`src/rtl/fft_pkg.sv`:
```
// Shared sizing, FSM state type and butterfly address helper for the FFT
// address-generation unit and anything that needs to reproduce its addressing.
package fft_pkg;

   localparam int N_LOG2  = 5;
   localparam int N       = 1 << N_LOG2;
   localparam int HALF    = N / 2;
   localparam int ADDR_W  = N_LOG2;
   localparam int TW_W    = N_LOG2 - 1;
   localparam int STAGE_W = $clog2(N_LOG2);

   typedef enum logic [1:0] {
      IDLE,
      RUN,
      DRAIN,
      DONE
   } fsm_state_t;

   typedef struct packed {
      logic [ADDR_W-1:0] a;
      logic [ADDR_W-1:0] b;
      logic [TW_W-1:0]   tw;
   } bfu_addr_t;

   // Butterfly j of a stage pairs g at a and h at a+span; the offset inside
   // the group scaled up to the N/2-entry ROM selects the twiddle.
   function automatic bfu_addr_t bfu_addr(input logic [TW_W-1:0]    j,
                                          input logic [STAGE_W-1:0] stage);
      bfu_addr_t         r;
      logic [ADDR_W-1:0] jx;
      logic [ADDR_W-1:0] span;
      logic [ADDR_W-1:0] mask;
      logic [ADDR_W-1:0] off;
      jx   = ADDR_W'(j);
      span = ADDR_W'(1) << stage;
      mask = span - ADDR_W'(1);
      off  = jx & mask;
      r.a  = ((jx >> stage) << (stage + 1)) | off;
      r.b  = r.a | span;
      r.tw = TW_W'(off << (TW_W - int'(stage)));
      return r;
   endfunction

endpackage

```
`src/rtl/fft_agu_if.sv`:
```
// Control and memory-addressing bundle between the FFT sequencer, the data
// RAM / twiddle ROM and whoever launches the transform.
interface fft_agu_if;
   import fft_pkg::*;

   logic                start;
   logic                busy;
   logic                done;
   logic [STAGE_W-1:0]  stage;
   logic                rd_en;
   logic [ADDR_W-1:0]   rd_addr_a;
   logic [ADDR_W-1:0]   rd_addr_b;
   logic [TW_W-1:0]     tw_addr;
   logic                wr_en;
   logic [ADDR_W-1:0]   wr_addr_a;
   logic [ADDR_W-1:0]   wr_addr_b;

   modport master (
      input  start,
      output busy, done, stage,
      output rd_en, rd_addr_a, rd_addr_b, tw_addr,
      output wr_en, wr_addr_a, wr_addr_b
   );

   modport slave (
      output start,
      input  busy, done, stage,
      input  rd_en, rd_addr_a, rd_addr_b, tw_addr,
      input  wr_en, wr_addr_a, wr_addr_b
   );

endinterface

```
`src/rtl/fft_addr_delay.sv`:
```
// Fixed-depth shift register that carries read strobes and addresses forward
// so they become write strobes/addresses aligned to the butterfly output.
module fft_addr_delay
   import fft_pkg::*;
#(
   parameter int DEPTH = 2
) (
   input  logic              clk,
   input  logic              reset,
   input  logic              src_valid,
   input  logic [ADDR_W-1:0] src_a,
   input  logic [ADDR_W-1:0] src_b,
   output logic              dly_valid,
   output logic [ADDR_W-1:0] dly_a,
   output logic [ADDR_W-1:0] dly_b
);

   typedef struct packed {
      logic              valid;
      logic [ADDR_W-1:0] a;
      logic [ADDR_W-1:0] b;
   } tap_t;

   tap_t taps [DEPTH];

   // Shifts every cycle whatever the sequencer is doing, so in-flight
   // butterflies still retire while reads are paused.
   always_ff @(posedge clk or posedge reset) begin
      if (reset) begin
         for (int i = 0; i < DEPTH; i++) begin
            taps[i] <= '0;
         end
      end else begin
         taps[0] <= '{valid: src_valid, a: src_a, b: src_b};
         for (int i = 1; i < DEPTH; i++) begin
            taps[i] <= taps[i-1];
         end
      end
   end

   assign dly_valid = taps[DEPTH-1].valid;
   assign dly_a     = taps[DEPTH-1].a;
   assign dly_b     = taps[DEPTH-1].b;

endmodule

```
`src/rtl/fft_agu.sv`:
```
// In-place radix-2 DIT FFT sequencer: walks all stages issuing one butterfly
// read per cycle and replays the addresses as write-backs after the pipeline.
module fft_agu
   import fft_pkg::*;
#(
   parameter int RD_LAT  = 1,
   parameter int BFU_LAT = 1
) (
   input logic       clk,
   input logic       reset,
   fft_agu_if.master bus
);

   localparam int WB_LAT  = RD_LAT + BFU_LAT;
   localparam int DRAIN_W = $clog2(WB_LAT + 1);

   localparam logic [TW_W-1:0]    J_LAST     = TW_W'(HALF - 1);
   localparam logic [STAGE_W-1:0] STAGE_LAST = STAGE_W'(N_LOG2 - 1);
   localparam logic [DRAIN_W-1:0] DRAIN_LAST = DRAIN_W'(WB_LAT - 1);

   fsm_state_t         state;
   fsm_state_t         state_next;
   logic [TW_W-1:0]    j;
   logic [TW_W-1:0]    j_next;
   logic [STAGE_W-1:0] stage_q;
   logic [STAGE_W-1:0] stage_next;
   logic [DRAIN_W-1:0] drain_cnt;
   logic [DRAIN_W-1:0] drain_next;

   logic               rd_en_q;
   logic               busy_q;
   logic               done_q;
   bfu_addr_t          issue_q;
   bfu_addr_t          issue_next;

   always_ff @(posedge clk or posedge reset) begin
      if (reset) begin
         state     <= IDLE;
         j         <= '0;
         stage_q   <= '0;
         drain_cnt <= '0;
      end else begin
         state     <= state_next;
         j         <= j_next;
         stage_q   <= stage_next;
         drain_cnt <= drain_next;
      end
   end

   // The pause after each stage equals the write-back latency, so the next
   // stage never reads a location whose previous-stage result is in flight.
   always_comb begin
      state_next = state;
      j_next     = j;
      stage_next = stage_q;
      drain_next = drain_cnt;
      case (state)
         IDLE: begin
            if (bus.start) begin
               state_next = RUN;
               j_next     = '0;
               stage_next = '0;
            end
         end
         RUN: begin
            if (j == J_LAST) begin
               state_next = DRAIN;
               drain_next = '0;
            end else begin
               j_next = j + TW_W'(1);
            end
         end
         DRAIN: begin
            if (drain_cnt == DRAIN_LAST) begin
               if (stage_q == STAGE_LAST) begin
                  state_next = DONE;
               end else begin
                  state_next = RUN;
                  stage_next = stage_q + STAGE_W'(1);
                  j_next     = '0;
               end
            end else begin
               drain_next = drain_cnt + DRAIN_W'(1);
            end
         end
         DONE: begin
            state_next = IDLE;
         end
         default: begin
            state_next = IDLE;
         end
      endcase
   end

   assign issue_next = bfu_addr(j_next, stage_next);

   // Outputs are registered from the next-state view so the strobe and the
   // addresses it qualifies leave on the same edge as the state change.
   always_ff @(posedge clk or posedge reset) begin
      if (reset) begin
         rd_en_q <= 1'b0;
         busy_q  <= 1'b0;
         done_q  <= 1'b0;
         issue_q <= '0;
      end else begin
         rd_en_q <= (state_next == RUN);
         busy_q  <= (state_next == RUN) || (state_next == DRAIN);
         done_q  <= (state_next == DONE);
         if (state_next == RUN) begin
            issue_q <= issue_next;
         end
      end
   end

   fft_addr_delay #(
      .DEPTH (WB_LAT)
   ) u_delay (
      .clk       (clk),
      .reset     (reset),
      .src_valid (rd_en_q),
      .src_a     (issue_q.a),
      .src_b     (issue_q.b),
      .dly_valid (bus.wr_en),
      .dly_a     (bus.wr_addr_a),
      .dly_b     (bus.wr_addr_b)
   );

   assign bus.rd_en     = rd_en_q;
   assign bus.rd_addr_a = issue_q.a;
   assign bus.rd_addr_b = issue_q.b;
   assign bus.tw_addr   = issue_q.tw;
   assign bus.busy      = busy_q;
   assign bus.done      = done_q;
   assign bus.stage     = stage_q;

endmodule

```
`src/flat_wrapper.sv`:
```
// flat-port wrapper written by rule: the top's interface ports become plain ports
module fft_agu_flat import fft_pkg::*;
#(
   parameter int RD_LAT  = 1,
   parameter int BFU_LAT = 1
)
  (clk, reset, bus_start, bus_busy, bus_done, bus_stage, bus_rd_en, bus_rd_addr_a, bus_rd_addr_b, bus_tw_addr, bus_wr_en, bus_wr_addr_a, bus_wr_addr_b);
  fft_agu_if bus_i ();
  input logic clk;
  input logic reset;
  input wire logic [$bits(bus_i.start)-1:0] bus_start;
  output wire logic [$bits(bus_i.busy)-1:0] bus_busy;
  output wire logic [$bits(bus_i.done)-1:0] bus_done;
  output wire logic [$bits(bus_i.stage)-1:0] bus_stage;
  output wire logic [$bits(bus_i.rd_en)-1:0] bus_rd_en;
  output wire logic [$bits(bus_i.rd_addr_a)-1:0] bus_rd_addr_a;
  output wire logic [$bits(bus_i.rd_addr_b)-1:0] bus_rd_addr_b;
  output wire logic [$bits(bus_i.tw_addr)-1:0] bus_tw_addr;
  output wire logic [$bits(bus_i.wr_en)-1:0] bus_wr_en;
  output wire logic [$bits(bus_i.wr_addr_a)-1:0] bus_wr_addr_a;
  output wire logic [$bits(bus_i.wr_addr_b)-1:0] bus_wr_addr_b;
  assign bus_i.start = bus_start;
  assign bus_busy = bus_i.busy;
  assign bus_done = bus_i.done;
  assign bus_stage = bus_i.stage;
  assign bus_rd_en = bus_i.rd_en;
  assign bus_rd_addr_a = bus_i.rd_addr_a;
  assign bus_rd_addr_b = bus_i.rd_addr_b;
  assign bus_tw_addr = bus_i.tw_addr;
  assign bus_wr_en = bus_i.wr_en;
  assign bus_wr_addr_a = bus_i.wr_addr_a;
  assign bus_wr_addr_b = bus_i.wr_addr_b;
  fft_agu #(.RD_LAT(RD_LAT), .BFU_LAT(BFU_LAT)) u_core (.clk(clk), .reset(reset), .bus(bus_i));
endmodule
```
`config.mk`:
```
export PLATFORM = sky130hd
export DESIGN_NAME = fft_agu_flat
export DESIGN_NICKNAME = d
export VERILOG_FILES = /design/src/rtl/fft_pkg.sv /design/src/rtl/fft_agu_if.sv /design/src/rtl/fft_addr_delay.sv /design/src/rtl/fft_agu.sv /design/src/flat_wrapper.sv
export SDC_FILE = /design/constraint.sdc
export NUM_CORES = 1
export LEC_CHECK = 0
export CELL_PAD_IN_SITES_DETAIL_PLACEMENT = 1
export CELL_PAD_IN_SITES_GLOBAL_PLACEMENT = 1
export CORE_ASPECT_RATIO = 1.1
export CORE_MARGIN = 1.5
export CORE_UTILIZATION = 43
export DETAILED_ROUTE_END_ITERATION = 12
export PLACE_DENSITY_LB_ADDON = 0.05
export SYNTH_ARGS = -nofsm -noshare
export SYNTH_HDL_FRONTEND = slang
export SYNTH_SLANG_ARGS = --single-unit
```
`constraint.sdc`:
```
create_clock -name clk -period 3.69 [get_ports clk]
set_clock_uncertainty 0.15 [all_clocks]
set_input_delay 0.369 -clock clk [delete_from_list [all_inputs] [get_ports clk]]
set_output_delay 0.369 -clock clk [all_outputs]
set_load 0.02 [all_outputs]
```
=== Yosys cells after proc, flatten, opt, wreduce, memory -nomap -nowiden ===
Index checks and enable logic that the tools add are counted.

* Bits in registers: 50
* Output and inout port bits: 31
* Word-level logic and storage cells: 61

* Add/sub/neg operators: 6
* Eq/ne operators: 11
* Shift-type cells: 4
* Muxes and demuxes: 17
* Bitwise gates (word level): 3
* Reductions and logical operators: 4

{| class="wikitable"
|+ Operators by type and width
! cell !! count
|-
| $shl 5x32->4 || 1
|-
| $shl 5x32->5 || 1
|-
| $mux 4 || 4
|-
| $mux 2 || 6
|-
| $pmux 4 s3 || 1
|-
| $or 5x5->5 || 2
|-
| $mux 3 || 3
|-
| $eq 2x2->1 const B || 4
|-
| $pmux 2 s4 || 1
|-
| $eq 2x1->1 const B || 3
|-
| $pmux 3 s2 || 1
|-
| $and 4x5->5 || 1
|-
| $shl 1x3->5 const A || 1
|-
| $shr 4x3->5 || 1
|-
| $sub 5x1->5 const B || 1
|-
| $add 3x1->4 const B || 1
|-
| $add 4x1->4 const B || 1
|-
| $eq 4x4->1 const B || 1
|-
| $pmux 2 s2 || 1
|-
| $sub 3x3->4 const A || 1
|-
| $add 3x1->3 const B || 1
|-
| $eq 3x3->1 const B || 1
|-
| $reduce_and 3->1 || 1
|-
| $add 2x1->2 const B || 1
|-
| 5 further kinds || 5
|}

=== Depth between registers and ports, before layout ===
* Depth in word-level cells: 9
* Depth in mapped cells: 15
* Gate-level depth less buffers: 13

=== Modules after synthesis ===
From an unflattened synthesis, not the netlist that was laid out.

* Cells, all modules: 226
* Area total of the unflattened synthesis: 2484.9 µm²

{| class="wikitable"
|+ Modules (own cells, without submodules)
! module !! instances !! cells each !! area each (µm²)
|-
| fft_agu || 1 || 193 || 1855.5
|-
| fft_addr_delay || 1 || 33 || 629.4
|}

=== Worst setup path before layout ===
OpenSTA, ideal clock, no wires.

* Kind: reg-to-reg
* From: reg u_core.state[1]
* To: reg u_core.issue_q (netlist bit u_core.bus.tw_addr[3])
* Setup time: 101 ps
* Arrival: 2865 ps
* Data required time: 3439 ps
* Path slack: 574 ps
* Cell stages (with the launch flop): 15
* Buffers on the path: 1
* Cells stage by stage: dfrtp_1 inv_1 ha_1 mux2i_2 nand2_1 o21ai_4 buf_6 inv_1 ha_1 ha_1 inv_1 ha_1 a21oi_1 a221oi_1 o32ai_1

* Longest elaborated chain between the ends: 6

{| class="wikitable"
|+ Ends and longest elaborated chain
! item !! RTL line !! text
|-
| from (decl) || fft_agu.sv:21 || <nowiki>fsm_state_t state;</nowiki>
|-
| from (signal assigned) || fft_agu.sv:43 || <nowiki>state <= state_next;</nowiki>
|-
| $eq 2x2->1 / $logic_not 2->1 (equally long branches) || fft_agu.sv:57 || <nowiki>case (state)</nowiki>
|-
| $pmux 3 s2 (*) || fft_agu.sv:57 ||
|-
| named net u_core.stage_next[0] || fft_agu.sv:26 || <nowiki>logic [STAGE_W-1:0] stage_next;</nowiki>
|-
| $shl 1x3->5 || fft_pkg.sv:35 || <nowiki>span = ADDR_W'(1) << stage;</nowiki>
|-
| $sub 5x1->5 || fft_pkg.sv:36 || <nowiki>mask = span - ADDR_W'(1);</nowiki>
|-
| $and 4x5->5 || fft_pkg.sv:37 || <nowiki>off = jx & mask;</nowiki>
|-
| $shl 5x32->4 (*) || fft_pkg.sv:40 || <nowiki>r.tw = TW_W'(off << (TW_W - int'(stage)));</nowiki>
|-
| to (signal assigned) || fft_agu.sv:110 || <nowiki>issue_q <= issue_next;</nowiki>
|-
| to (decl) || fft_agu.sv:33 || <nowiki>bfu_addr_t issue_q;</nowiki>
|}

The timed path passes the listed nets; every way through them passes the cells marked *.
A chain may end at the register's enable or synchronous reset.

=== Worst setup path in the final report ===
* From: reg u_core.state[1]
* To: reg u_core.issue_q (netlist bit u_core.bus.rd_addr_b[1])

* Longest elaborated chain between the ends: 7

{| class="wikitable"
|+ Ends and longest elaborated chain
! item !! RTL line !! text
|-
| $eq 2x2->1 / $logic_not 2->1 (equally long branches) || fft_agu.sv:57 ||
|-
| $pmux 3 s2 (*) || fft_agu.sv:57 ||
|-
| named net u_core.stage_next[2] || fft_agu.sv:26 ||
|-
| $shl 1x3->5 || fft_pkg.sv:35 ||
|-
| $sub 5x1->5 || fft_pkg.sv:36 ||
|-
| $and 4x5->5 || fft_pkg.sv:37 ||
|-
| $or 5x5->5 || fft_pkg.sv:38 || <nowiki>r.a = ((jx >> stage) << (stage + 1)) | off;</nowiki>
|-
| $or 5x5->5 (*) || fft_pkg.sv:39 || <nowiki>r.b = r.a | span;</nowiki>
|}

Marked as above.

==> flow_metrics.py <==
metrics = {
    "status": {
        "outcome": "completed",
    },
    "synth": {
        "async_reset_ff_share_pct": 100,
        "synth_area_sq_um": 2530,
        "seq_area_frac_synth_pct": 49.5,
        "yosysUniqueCellTypes": 52,
        "syn-num-nets": 256,
        "ys_warn_count": 0,
        "synth-seq-cells": 50,
        "syn_inst": 235,
        "synth_edf_count": 0,
        "syn_avg_cell_area_sq_um": 10.8,
        "yosysTopAreaCell": "dfrtp_1",
        "synthFlopType": "dfrtp_1",
        "yosysTopAreaCellShare_pct": 49.5,
        "ys_top_cells_by_area": "dfrtp_1 (50%), ha_1 (8.9%), inv_1 (3.1%)",
    },
    "cells_and_area": {
        "seqCellArea_sq_um": 1250,
        "final_util_pct": 51.9,
        "synthToLayoutAreaGrowth_pct": 17.8,
        "antenna_cells": 0,
        "final_cell_mix": "dfrtp_1 (50), clkdlybuf4s50_1 (33), inv_1 (20)",
        "stdcell_count": 339,
        "final_common_cell": "dfrtp_1",
        "drive_gt1_share_pct": 11.1,
        "fin_nets": 282,
        "multi_input_area_sq_um": 1080,
        "fillerInstances": 663,
    },
    "power_and_ir_drop": {
        "p_seq_share_pct": 57.8,
        "p_int_uw": 753,
        "sw_frac_of_total_pct": 20.5,
        "p_comb_share_pct": 1.4,
        "p_leak_nw": 1.29,
        "ir_drop_uv": 158,
        "p_per_area_nw_per_um2": 318,
        "switching_power_uw": 194,
        "power_frac_clock_pct": 40.8,
    },
    "worst_setup_path": {
        "r2r_slack_ns": 0.32,
        "cp.required_ns": 3.77,
        "reg2reg_from": "u_core.state[1]$_DFF_PP0_",
        "crit_fanout": 6,
        "end_kind": "flip-flop",
        "critPathArrivalTime_ns": 3.44,
        "r2r_cells": 12,
        "reg2reg_to": "u_core.bus.rd_addr_b[1]$_DFFE_PP0P_",
        "startpoint_type": "flip-flop",
        "crit_type": "flip-flop to flip-flop",
    },
    "sta": {
        "finalSetupViolations": 0,
        "slew_headroom_pct": 32.4,
        "hold_viol_final": 0,
        "period_minus_slack_ns": 3.37,
        "fmax_mhz": 297,
        "whs_ns": 0.203,
        "slew_viol_final": 0,
        "tightestPinTransition_ns": 1.01,
        "period_share_pct": 91.2,
    },
    "min_path": {
        "hold_path.class": "flip-flop to flip-flop",
        "whs_endpoint": "u_core.u_delay.dly_a[0]$_DFF_PP0_",
        "hold-path-cell-count": 0,
        "hp-start": "u_core.u_delay.taps[16]$_DFF_PP0_",
    },
    "route": {
        "num_vias": 1813,
        "ant_nets": 0,
        "drc": 0,
        "vias_per_cell": 5.35,
        "drt_iter0_drc": 75,
        "wirelength_microns": 5760,
        "routedWlPerCell_microns": 17.0,
        "drtPass1Iterations": 4,
    },
    "clock_tree": {
        "cts_setup_buffers": 0,
        "ctsHtreeMaxLevel": 2,
        "clk_latency_ns": 0.31,
        "clockBufferDepth": 2,
        "clock-root-buffer": "clkbuf_8",
        "cts_tree": "yes",
        "path_clk_slew_ns": 0.09,
        "cts_made_buffers": 5,
        "postCtsHoldBufs": 0,
        "cts.sinks": 50,
    },
    "placed_design": {
        "dp_hpwl_microns": 4220,
        "dp_cells": 331,
        "place.gp.congestion": 0.896,
        "io_buffers": 33,
    },
    "run": {
        "drv_cap": 0,
    },
    "global_routing": {
        "grt_pass1_vias": 1919,
        "track_usage_pct": 19.8,
        "antenna_found_initial": 0,
        "grt_max_degree": 51,
        "grt.overflow.total": 0,
        "grt_pass1_wl_microns": 9870,
    },
    "floorplan": {
        "core_sq_um": 5730,
        "rows": 29,
        "fp.dieW_microns": 76.1,
        "io_pins": 34,
        "die_height_microns": 83.4,
        "initial_core_util_pct": 44.1,
        "design.die.area_sq_um": 6350,
    },
}
-- repair_timing --
item                                    CTS  global route
endpoints found under the setup margin    0             1
gates resized for setup                   0             1
endpoints found under the hold margin     0             0
-- how the worst max path moves through the flow --
stage,start,slack [ns],depth (start not counted),end
floorplan,u_core.state[1]$_DFF_PP0_,0.57,14,u_core.bus.tw_addr[3]$_DFFE_PP0P_
global placement,u_core.state[1]$_DFF_PP0_,0.40,12,u_core.bus.tw_addr[3]$_DFFE_PP0P_
detailed placement,u_core.state[1]$_DFF_PP0_,0.29,12,u_core.bus.tw_addr[3]$_DFFE_PP0P_
CTS,u_core.state[1]$_DFF_PP0_,0.22,12,u_core.bus.tw_addr[3]$_DFFE_PP0P_
global route,u_core.state[0]$_DFF_PP0_,-0.007,12,u_core.bus.rd_addr_b[1]$_DFFE_PP0P_
finish,u_core.state[1]$_DFF_PP0_,0.32,12,u_core.bus.rd_addr_b[1]$_DFFE_PP0P_
-- final cells by class --
type | instances | share of cell area, %
clock inverters | 3 | 1.47
clock buffers | 5 | 2.31
inverters | 22 | 2.86
repair buffers | 36 | 11.9
well taps | 77 | 3.24
flip-flops and latches | 50 | 42.0
multi-input cells | 146 | 36.2
-- critical path, stage by stage, from the launching register on --
cell and delay, ns:
dfrtp_1 0.43, inv_1 0.14, ha_1 0.28, mux2i_2 0.39, a21oi_2 0.10, nor2_2 0.27
inv_1 0.17, buf_4 0.18, ha_1 0.33, o211ai_1 0.17, nor4_1 0.42, a211oi_2 0.10
a31oi_1 0.17
-- flip-flops by register name, summed over array words and instances (netlist names) --
register	cells
u_core.bus.busy	1
u_core.u_delay.taps	11
u_core.bus.rd_addr_b	5
u_core.u_delay.dly_b	5
u_core.j	4
u_core.bus.stage	3
u_core.u_delay.dly_valid	1
u_core.bus.done	1
u_core.u_delay.dly_a	5
u_core.bus.tw_addr	4
u_core.bus.rd_en	1
u_core.drain_cnt	2
u_core.bus.rd_addr_a	5
u_core.state	2
-- cell usage after synthesis, drive strengths merged (2+ instances only) --
| library cell | count |
|---|---|
| a31oi | 9 |
| a41oi | 3 |
| a21o | 2 |
| a22oi | 4 |
| mux2i | 4 |
| a21oi | 10 |
| nand3 | 6 |
| nand3b | 4 |
| mux2 | 2 |
| clkbuf | 5 |
| o22ai | 2 |
| and2 | 3 |
| a211oi | 2 |
| a2111oi | 2 |
| ha | 18 |
| nor2 | 18 |
| o211ai | 2 |
| dfrtp | 50 |
| xor2 | 2 |
| nand4 | 4 |
| nand4b | 2 |
| nor3b | 2 |
| nand2 | 14 |
| nor3 | 2 |
| buf | 12 |
| inv | 22 |
| o21ai | 10 |
| nand2b | 6 |
-- stage by stage --
| step | setup TNS (ns) | power (mW) | instance area (sq um) | worst slack (ns) |
|---|---|---|---|---|
| 3_5_place_dp | 0 | 0.572 | 2860 | 0.290 |
| 3_3_place_gp | 0 | 0.572 | 2860 | 0.400 |
| 2_1_floorplan | 0 | 0.567 | 2530 | 0.574 |
| 5_1_grt | -0.00692 | 0.982 | 2980 | -0.00692 |
| 6_report | 0 | 0.947 | 2980 | 0.323 |
| 4_1_cts | 0 | 0.961 | 2970 | 0.222 |
-- metal layers --
layer	GRT usage (%)	wire [microns]	vias up
met4	5.39	74	0
li1	-	-	868
met5	0	0	-
met2	33.5	2830	36
met3	3.41	153	10
met1	26.2	2700	899
-- kinds of logic (layout without fill, tap and decap cells) --
logic type | Yosys count | after routing | synth area share (%)
and+or+nand+nor | 64 | 64 | 13.0
buffers and inverters | 39 | 66 | 7.97
DFF | 50 | 50 | 49.5
muxes | 6 | 6 | 2.62
AOI/OAI and AO/OA | 55 | 55 | 16.9
adders and majority gates | 18 | 18 | 8.91
xor gates and xnor gates | 3 | 3 | 1.04
-- power groups by stage --
stage	clock (mW)	combinational, mW	sequential [mW]
finish	0.386	0.0129	0.547
global route	0.419	0.0157	0.548
CTS	0.399	0.0138	0.547
detailed placement	0	0.0138	0.558
global placement	0	0.0138	0.558
floorplan	0	0.00822	0.558
No activity file was read; power rests on OpenSTA's default activity.
